**config.mk**
```make
export PLATFORM = sky130hd
export DESIGN_NAME = vault_sequencer_flat
export DESIGN_NICKNAME = d
export VERILOG_FILES = /design/src/rtl/vault_sequencer_if.sv /design/src/rtl/vault_sequencer.sv /design/src/flat_wrapper.sv
export SDC_FILE = /design/constraint.sdc
export NUM_CORES = 1
export LEC_CHECK = 0
export ABC_AREA = 1
export CORE_MARGIN = 3
export CORE_UTILIZATION = 31
export DETAILED_ROUTE_END_ITERATION = 8
export PLACE_DENSITY_LB_ADDON = 0.1
export RECOVER_POWER = 50
export SYNTH_ARGS = -nofsm -noshare
export SYNTH_HDL_FRONTEND = slang
export SYNTH_SLANG_ARGS = --single-unit
```
**constraint.sdc**
```tcl
create_clock -name clk -period 2 [get_ports clk]
set_input_delay 0.4 -clock clk [delete_from_list [all_inputs] [get_ports clk]]
set_output_delay 0.4 -clock clk [all_outputs]
set_load 0.005 [all_outputs]
```
**src/rtl/vault_sequencer_if.sv**
```systemverilog
// rtl/vault_sequencer_if.sv - control/status bundle between the vault sequencer and its environment
interface vault_sequencer_if #(
  parameter int NUM_PHASES = 3
);
  localparam int IW = (NUM_PHASES > 1) ? $clog2(NUM_PHASES) : 1;

  logic                  start;
  logic                  admin_clr;
  logic [NUM_PHASES-1:0] phase_done;
  logic [NUM_PHASES-1:0] phase_fail;
  logic [NUM_PHASES-1:0] phase_en;
  logic [NUM_PHASES-1:0] phase_clr;
  logic [IW-1:0]         cur_phase;
  logic                  unlock;
  logic                  lockout;
  logic                  alarm;
  logic [3:0]            attempts_left;
  logic                  timeout_err;

  modport master (
    output start, admin_clr, phase_done, phase_fail,
    input  phase_en, phase_clr, cur_phase, unlock, lockout, alarm, attempts_left, timeout_err
  );

  modport slave (
    input  start, admin_clr, phase_done, phase_fail,
    output phase_en, phase_clr, cur_phase, unlock, lockout, alarm, attempts_left, timeout_err
  );
endinterface

```
**src/rtl/vault_sequencer.sv**
```systemverilog
// rtl/vault_sequencer.sv - multi-phase unlock sequencer with attempt counting, lockout and alarm
// Optional per-phase watchdog is built when VAULT_TIMEOUT_EN is defined.
module vault_sequencer #(
  parameter int NUM_PHASES     = 3,
  parameter int MAX_ATTEMPTS   = 3,
  parameter int LOCKOUT_CYCLES = 16,
  parameter int UNLOCK_CYCLES  = 8
`ifdef VAULT_TIMEOUT_EN
  ,
  parameter int PHASE_TIMEOUT  = 64
`endif
) (
  input  logic                  clk,
  input  logic                  reset_n,
  vault_sequencer_if.slave      bus
);
  localparam int IW   = (NUM_PHASES > 1) ? $clog2(NUM_PHASES) : 1;
  localparam int CMAX = (LOCKOUT_CYCLES > UNLOCK_CYCLES) ? LOCKOUT_CYCLES : UNLOCK_CYCLES;
  localparam int CW   = $clog2(CMAX + 1);

  typedef enum logic [2:0] {
    IDLE    = 3'd0,
    RUN     = 3'd1,
    UNLOCK  = 3'd2,
    LOCKOUT = 3'd3,
    ALARM   = 3'd4
  } state_t;

  state_t                state_q, state_d;
  logic [IW-1:0]         idx_q, idx_d;
  logic [CW-1:0]         cnt_q, cnt_d;
  logic [3:0]            att_q, att_d;
  logic [NUM_PHASES-1:0] en_q, en_d;
  logic                  unlock_q, lockout_q, alarm_q;
  logic                  timeout_hit;
  logic                  fail_now;
  logic                  done_now;

  assign fail_now = bus.phase_fail[idx_q] | timeout_hit;
  assign done_now = bus.phase_done[idx_q];

`ifdef VAULT_TIMEOUT_EN
  localparam int TW = (PHASE_TIMEOUT > 2) ? $clog2(PHASE_TIMEOUT) : 1;
  logic [TW-1:0] pcnt_q;
  logic          tmo_q;

  assign timeout_hit = (state_q == RUN) && (pcnt_q == TW'(PHASE_TIMEOUT - 1))
                       && !bus.phase_done[idx_q] && !bus.phase_fail[idx_q];

  // Counter restarts whenever a phase is released (entering RUN or advancing idx).
  always_ff @(posedge clk or negedge reset_n) begin
    if (!reset_n) begin
      pcnt_q <= '0;
      tmo_q  <= 1'b0;
    end else begin
      tmo_q <= timeout_hit;
      if (state_d != RUN || state_q != RUN || idx_d != idx_q)
        pcnt_q <= '0;
      else
        pcnt_q <= pcnt_q + 1'b1;
    end
  end

  assign bus.timeout_err = tmo_q;
`else
  assign timeout_hit     = 1'b0;
  assign bus.timeout_err = 1'b0;
`endif

  always_comb begin
    state_d = state_q;
    idx_d   = idx_q;
    cnt_d   = cnt_q;
    att_d   = att_q;
    case (state_q)
      IDLE: begin
        if (bus.start) begin
          state_d = RUN;
          idx_d   = '0;
        end
      end
      RUN: begin
        if (fail_now) begin
          if (att_q == 4'd1) begin
            state_d = ALARM;
            att_d   = 4'd0;
          end else begin
            state_d = LOCKOUT;
            att_d   = att_q - 4'd1;
            cnt_d   = CW'(LOCKOUT_CYCLES);
          end
        end else if (done_now) begin
          if (idx_q == IW'(NUM_PHASES - 1)) begin
            state_d = UNLOCK;
            cnt_d   = CW'(UNLOCK_CYCLES);
            att_d   = 4'(MAX_ATTEMPTS);
          end else begin
            idx_d = idx_q + 1'b1;
          end
        end
      end
      UNLOCK, LOCKOUT: begin
        if (cnt_q == CW'(1))
          state_d = IDLE;
        else
          cnt_d = cnt_q - 1'b1;
      end
      ALARM: begin
        if (bus.admin_clr) begin
          state_d = IDLE;
          att_d   = 4'(MAX_ATTEMPTS);
        end
      end
      default: state_d = IDLE;
    endcase
    if (state_d != RUN)
      idx_d = '0;
    en_d = (state_d == RUN) ? (NUM_PHASES'(1) << idx_d) : '0;
  end

  // All outputs come from registers; the clears power up asserted.
  always_ff @(posedge clk or negedge reset_n) begin
    if (!reset_n) begin
      state_q   <= IDLE;
      idx_q     <= '0;
      cnt_q     <= '0;
      att_q     <= 4'(MAX_ATTEMPTS);
      en_q      <= '0;
      unlock_q  <= 1'b0;
      lockout_q <= 1'b0;
      alarm_q   <= 1'b0;
    end else begin
      state_q   <= state_d;
      idx_q     <= idx_d;
      cnt_q     <= cnt_d;
      att_q     <= att_d;
      en_q      <= en_d;
      unlock_q  <= (state_d == UNLOCK);
      lockout_q <= (state_d == LOCKOUT);
      alarm_q   <= (state_d == ALARM);
    end
  end

  assign bus.phase_en      = en_q;
  assign bus.phase_clr     = ~en_q;
  assign bus.cur_phase     = idx_q;
  assign bus.unlock        = unlock_q;
  assign bus.lockout       = lockout_q;
  assign bus.alarm         = alarm_q;
  assign bus.attempts_left = att_q;
endmodule

```
**src/flat_wrapper.sv**
```systemverilog
// flat-port wrapper written by rule: the top's interface ports become plain ports
module vault_sequencer_flat 
#(
  parameter int NUM_PHASES     = 3,
  parameter int MAX_ATTEMPTS   = 3,
  parameter int LOCKOUT_CYCLES = 16,
  parameter int UNLOCK_CYCLES  = 8

)
  (clk, reset_n, bus_start, bus_admin_clr, bus_phase_done, bus_phase_fail, bus_phase_en, bus_phase_clr, bus_cur_phase, bus_unlock, bus_lockout, bus_alarm, bus_attempts_left, bus_timeout_err);
  vault_sequencer_if #(.NUM_PHASES(NUM_PHASES)) bus_i ();
  input  logic clk;
  input  logic reset_n;
  input wire logic [$bits(bus_i.start)-1:0] bus_start;
  input wire logic [$bits(bus_i.admin_clr)-1:0] bus_admin_clr;
  input wire logic [$bits(bus_i.phase_done)-1:0] bus_phase_done;
  input wire logic [$bits(bus_i.phase_fail)-1:0] bus_phase_fail;
  output wire logic [$bits(bus_i.phase_en)-1:0] bus_phase_en;
  output wire logic [$bits(bus_i.phase_clr)-1:0] bus_phase_clr;
  output wire logic [$bits(bus_i.cur_phase)-1:0] bus_cur_phase;
  output wire logic [$bits(bus_i.unlock)-1:0] bus_unlock;
  output wire logic [$bits(bus_i.lockout)-1:0] bus_lockout;
  output wire logic [$bits(bus_i.alarm)-1:0] bus_alarm;
  output wire logic [$bits(bus_i.attempts_left)-1:0] bus_attempts_left;
  output wire logic [$bits(bus_i.timeout_err)-1:0] bus_timeout_err;
  assign bus_i.start = bus_start;
  assign bus_i.admin_clr = bus_admin_clr;
  assign bus_i.phase_done = bus_phase_done;
  assign bus_i.phase_fail = bus_phase_fail;
  assign bus_phase_en = bus_i.phase_en;
  assign bus_phase_clr = bus_i.phase_clr;
  assign bus_cur_phase = bus_i.cur_phase;
  assign bus_unlock = bus_i.unlock;
  assign bus_lockout = bus_i.lockout;
  assign bus_alarm = bus_i.alarm;
  assign bus_attempts_left = bus_i.attempts_left;
  assign bus_timeout_err = bus_i.timeout_err;
  vault_sequencer #(.NUM_PHASES(NUM_PHASES), .MAX_ATTEMPTS(MAX_ATTEMPTS), .LOCKOUT_CYCLES(LOCKOUT_CYCLES), .UNLOCK_CYCLES(UNLOCK_CYCLES)) u_core (.clk(clk), .reset_n(reset_n), .bus(bus_i));
endmodule
```
# ---- Word level (Yosys, flattened, before mapping)
# Cells that the tools add are included.
dict set report word_totals {
  wordCells 68
  output_inout_bits 16
  reg_bits 20
  inputBits 10
}
dict set report classes {
  magnitude_cmp 1
  mux 31
  bitwise 1
  n_addsub 3
  n_shift 1
  eq_ne 17
  n_reduce_logical 6
}
# cell count
set ops {}
lappend ops {{5-bit two-way mux} 5}
lappend ops {{3-bit two-way mux} 8}
lappend ops {{4-bit two-way mux} 5}
lappend ops {{3-bit by 2-bit equality test with 1-bit output, second input constant} 4}
lappend ops {{3-bit case mux with 4 select lines} 1}
lappend ops {{2-bit two-way mux} 5}
lappend ops {{5-bit case mux with 2 select lines} 1}
lappend ops {{3-bit by 1-bit inequality test with 1-bit output, second input constant} 3}
lappend ops {{4-bit case mux with 2 select lines} 1}
lappend ops {{3-bit by 1-bit equality test with 1-bit output, second input constant} 2}
lappend ops {{3-bit equality test, second input constant} 2}
lappend ops {{5-bit by 1-bit equality test with 1-bit output, second input constant} 1}
lappend ops {{5-bit AND reduction} 1}
lappend ops {{5-bit by 1-bit subtractor with 5-bit output, second input constant} 1}
lappend ops {{1-bit binary-select mux with 2-bit select} 2}
lappend ops {{4-bit by 1-bit equality test with 1-bit output, second input constant} 1}
lappend ops {{2-bit inequality test, second input constant} 2}
lappend ops {{2-bit case mux with 2 select lines} 1}
lappend ops {{4-bit AND reduction} 1}
lappend ops {{2-bit nonzero test} 2}
lappend ops {{4-bit by 1-bit subtractor with 4-bit output, second input constant} 1}
lappend ops {{3-bit zero test} 1}
lappend ops {{2-bit by 3-bit less-than comparator with 1-bit output, second input constant} 1}
lappend ops {{3-bit inequality test, second input constant} 1}
lappend ops {{6 further kinds} 7}

# ---- Longest topological paths before layout
dict set report logic_depth {
  word_depth 9
  depth_mapped 12
  ltp_nobuf 12
}

# ---- Worst setup path after synthesis
# Ideal clock, no wire load.
dict set report synth_timing {
  path_kind {flip-flop to flip-flop}
  startpoint {reg u_core.att_q[0], in the netlist u_core.bus.attempts_left[0]}
  endpoint {reg u_core.en_q[1], in the netlist u_core.bus.phase_en[1]}
  stages_incl_launch_ff 11
  setup_ns 0.069
  required_time_ns 1.931
  n_path_buf 1
  arrival_time_ns 1.421
  path_slack_ns 0.509
  period_less_slack_ns 1.491
  cell_sequence {dfstp_2 ha_1 nand2_1 nor2_2 nand2_4 nand2_4 nand2_2 nand2_4 buf_8 nand3_2 nor2_2}
}
dict set report synth_between {
  elab_chain_len 8
  word_cells_on_any_way 9
  classes_between {eq/ne (3); shift (1); mux (5)}
}
# item line_no
set synth_lines {}
lappend synth_lines {{start, declared} vault_sequencer.sv:32} ;# logic [3:0] att_q, att_d;
lappend synth_lines {{start signal, assigned} vault_sequencer.sv:127} ;# att_q <= 4'(MAX_ATTEMPTS);
lappend synth_lines {{start signal, assigned} vault_sequencer.sv:136} ;# att_q <= att_d;
lappend synth_lines {{4-bit by 1-bit equality test with 1-bit output *} vault_sequencer.sv:84} ;# if (att_q == 4'd1) begin
lappend synth_lines {{3-bit two-way mux *} vault_sequencer.sv:84}
lappend synth_lines {{3-bit two-way mux *} vault_sequencer.sv:83} ;# if (fail_now) begin
lappend synth_lines {{3-bit case mux with 4 select lines *} vault_sequencer.sv:75} ;# case (state_q)
lappend synth_lines {{3-bit by 1-bit inequality test with 1-bit output} vault_sequencer.sv:116} ;# if (state_d != RUN)
lappend synth_lines {{2-bit two-way mux} vault_sequencer.sv:116}
lappend synth_lines {{1-bit by 2-bit << shifter with 3-bit output} vault_sequencer.sv:118} ;# en_d = (state_d == RUN) ? (NUM_PHASES'(1) << idx_d) : '0;
lappend synth_lines {{3-bit two-way mux *} vault_sequencer.sv:118}
lappend synth_lines {{net u_core.en_d[1]} vault_sequencer.sv:33} ;# logic [NUM_PHASES-1:0] en_q, en_d;
lappend synth_lines {{end signal, assigned} vault_sequencer.sv:137} ;# en_q <= en_d;
lappend synth_lines {{end, declared} vault_sequencer.sv:33}
# The timed path passes the listed nets; every way through them passes the cells marked *.
# A chain may end at the register's enable or synchronous reset.

# ---- Final worst setup path
dict set report layout_timing {
  startpoint {reg u_core.att_q[0], in the netlist u_core.bus.attempts_left[0]}
  endpoint {out bus_attempts_left[0]}
}
# item line_no
set layout_lines {}
lappend layout_lines {{end, declared} flat_wrapper.sv:24} ;# output wire logic [$bits(bus_i.attempts_left)-1:0] bus_attempts_left;
# No word-level cell between the ends.

==> run_results.csv <==
group,metric,value,unit
status,status,"complete, no violations",
clocking,cts.hold.buffers_added,0,
power_and_ir_drop,ir_worst_vdd,0.619,mV
clocking,clk_pin_slew_worst_paths,0.08,ns
cells_and_area,antenna_cells,0,
cells_and_area,fill_cells,365,
floorplan,core,3770,µm²
critical_path,cp_max_fo,4,
floorplan,initial_core_util,0.333,
power_and_ir_drop,power_density,1560,nW/µm²
floorplan,rows,22,
clocking,clk_root_buffer_cell,"clkbuf_8",
clocking,h-tree-depth,1,
detailed_routing,ant_nets,0,
floorplan,die_y,69.7,µm
yosys,yosys.area.top_type,"dfrtp_1",
yosys,syn_inst,165,
yosys,synth.avg_cell_area,7.62,µm²
place,post-place-cells,236,
timing,finalCritPeriodShare,0.869,
critical_path,crit_type,"reg2out",
global_routing,grt_first_pass_wirelength,4.71,mm
yosys,yosys.area.top_type_share,0.358,
cells_and_area,final_cells,240,
global_routing,grt_max_degree,21,
floorplan,die_x,69.7,µm
detailed_routing,num_vias,1074,
timing,worst_slew_pin_slew,1.16,ns
timing,clock_skew,0.00790,ns
critical_path,slowest_delay,0.57,ns
yosys,synth-simple-area-share,0.318,
global_routing,overflow,0,
clocking,cts_setup_buffers,0,
floorplan,ios,26,
critical_path,worstPathCellList,"clkdlybuf4s50_1",
yosys,synth_cell_types,24,
yosys,syn_area,1260,µm²
timing,rsz0062_at_grt,"false",
power_and_ir_drop,p_leak,0.000830,µW
timing,finalSetupTns,0,ns
yosys,synth_compound_gate_area_share,0.0915,
place,numPortBuffers,24,
floorplan,dieArea,4860,µm²
detailed_routing,routed_wl,2.69,mm
yosys,ys_ff_latch,20,
detailed_routing,wire_per_inst,11.2,µm
cells_and_area,final-seq-area,503,µm²
yosys,synth_warnings,0,
clocking,tritoncts,"done",
hold_path,hp-class,"reg2reg",
cells_and_area,syn2layout_area_growth,28.1,%
yosys,synth_top_family_by_area,"simple AND/OR/NAND/NOR gates",
clocking,clk_path_buf_depth,2,
detailed_routing,avgViaCountPerCell,4.48,
job,maxCapViolCount,0,
global_routing,grtUsageTotal,0.118,
critical_path,path_buf_inv,1,
cells_and_area,finish.utilization,0.427,
timing,maxSlewHeadroom,0.229,
place,hpwl,2.05,mm
detailed_routing,drt_first_pass_iters,4,
clocking,cts_num_sinks,20,
critical_path,crit_family,"flip-flops",
critical_path,slowest_stage,"dfstp_1",
clocking,insertion_delay,0.26,ns
cells_and_area,multi_input_area,612,µm²
timing,setup_viol,0,
global_routing,grt_pass1_vias,1092,
yosys,synth-adder-area-share,0.0597,
detailed_routing,drc_errors,0,
yosys,syn_nets,181,
yosys,muxShareOfSynthArea,0,
critical_path,crit_path_end_kind,"output pin",
critical_path,critPathLaunchType,"flop",
clocking,post_cts_resized,0,
yosys,synthXorXnorAreaFrac,0.0139,
global_routing,antenna_found_initial,0,
detailed_routing,drt_iter0_drc,22,
cells_and_area,stdcell_area,1610,µm²
critical_path,cp.arrival,1.34,ns
timing,layout_min_cycle_time,1.74,ns
power_and_ir_drop,power,2520,µW
timing,maxSlewViolCount,0,
yosys,synthTopCellsByArea,"dfrtp_1, nand2_1, inv_1",
place,gp_congestion,0.812,
yosys,seq_area_frac_synth,0.400,
clocking,cts_buffers,3,
cells_and_area,layout-drive-gt1-share,0.151,
cells_and_area,nets,209,
place,place_area,1540,µm²
critical_path,worstPathRequired,1.60,ns
timing,hold_viol,0,
timing,fmax,575,MHz
==> routing by layer <==
layer	wire length (µm)	part of all wire	GRT usage
met1	1300	0.48	0.145
met2	1260	0.47	0.210
met3	108	0.040	0.0275
met4	21	0.0078	0.0255
met5	0	0	0
==> state kept, by name, summed over array words and instances (netlist names) <==
name	cells
u_core.bus.cur_phase	2
u_core.bus.alarm	1
u_core.cnt_q	5
u_core.bus.phase_en	3
u_core.bus.unlock	1
u_core.bus.lockout	1
u_core.state_q	3
u_core.bus.attempts_left	4
==> where the power goes <==
group | switching, µW | total [µW] | internal [µW] | leakage (µW)
clock network | 145 | 412 | 267 | 0.0000357
registers | 130 | 707 | 577 | 0.000256
logic | 833 | 1400 | 568 | 0.000539
==> logic make-up after synthesis <==
kind of cell,Yosys count
and+or+nand+nor,81
AOI/OAI and AO/OA,21
other,1
buffers and inverters,34
xor gates and xnor gates,2
DFF,20
adders and majority gates,6
==> worst min-delay path, cell delays in order (launching register included) <==
cell and delay (ns):
dfrtp_1 0.39, nand2_1 0.06, nand2_1 0.05
==> worst paths after layout <==
path | from | end | cells after the start | slack (ns)
min in group asynchronous | reset_n | u_core.bus.phase_en[1]$_DFF_PN0_ | 2 | 0.88
max in group asynchronous | reset_n | u_core.bus.phase_en[2]$_DFF_PN0_ | 2 | 0.43
hold reg to reg | u_core.cnt_q[3]$_DFFE_PN0P_ | u_core.cnt_q[3]$_DFFE_PN0P_ | 2 | 0.54
setup reg to reg | u_core.bus.attempts_left[0]$_DFFE_PN1P_ | u_core.cnt_q[3]$_DFFE_PN0P_ | 10 | 0.33
hold / removal | u_core.cnt_q[3]$_DFFE_PN0P_ | u_core.cnt_q[3]$_DFFE_PN0P_ | 2 | 0.54
setup / recovery | u_core.bus.attempts_left[0]$_DFFE_PN1P_ | bus_attempts_left[0] | 1 | 0.26
==> placed cells by master, fill, tap and decap left out, drive strengths merged, types with 4 or more instances in the layout <==
master         Yosys  routed
clkbuf             0       4
clkdlybuf4s50      0      18
dfrtp             18      18
dlygate4sd3        0       6
ha                 6       6
inv               32      32
nand2             48      48
nand3             14      14
nor2              18      18
o21ai             11      11
o22ai              5       5
==> cell type report <==
class / instances / area share
Sequential cell: 20 / 0.312
Timing Repair Buffer: 25 / 0.152
Clock buffer: 3 / 0.0256
Clock inverter: 1 / 0.0186
Tap cell: 48 / 0.0373
Multi-Input combinational cell: 111 / 0.380
Inverter: 32 / 0.0746
==> through the flow <==
step | hold WS, ns | setup slack, ns
2_1_floorplan | 0.104 | 0.509
3_3_place_gp | 0.519 | 0.155
3_5_place_dp | 0.521 | 0.149
4_1_cts | 0.483 | 0.271
5_1_grt | 0.563 | 0.195
6_report | 0.536 | 0.262
==> Yosys cell counts, drive strengths merged <==
cell type  count
nand3         14
xnor2          1
dfstp          2
o22ai          5
nand2         48
conb           1
inv           32
nor2          18
a31oi          1
nor3           1
buf            2
dfrtp         18
xor2           1
ha             6
a211oi         1
a21oi          3
o21ai         11
Note: power is estimated with default switching activity, not from simulation.
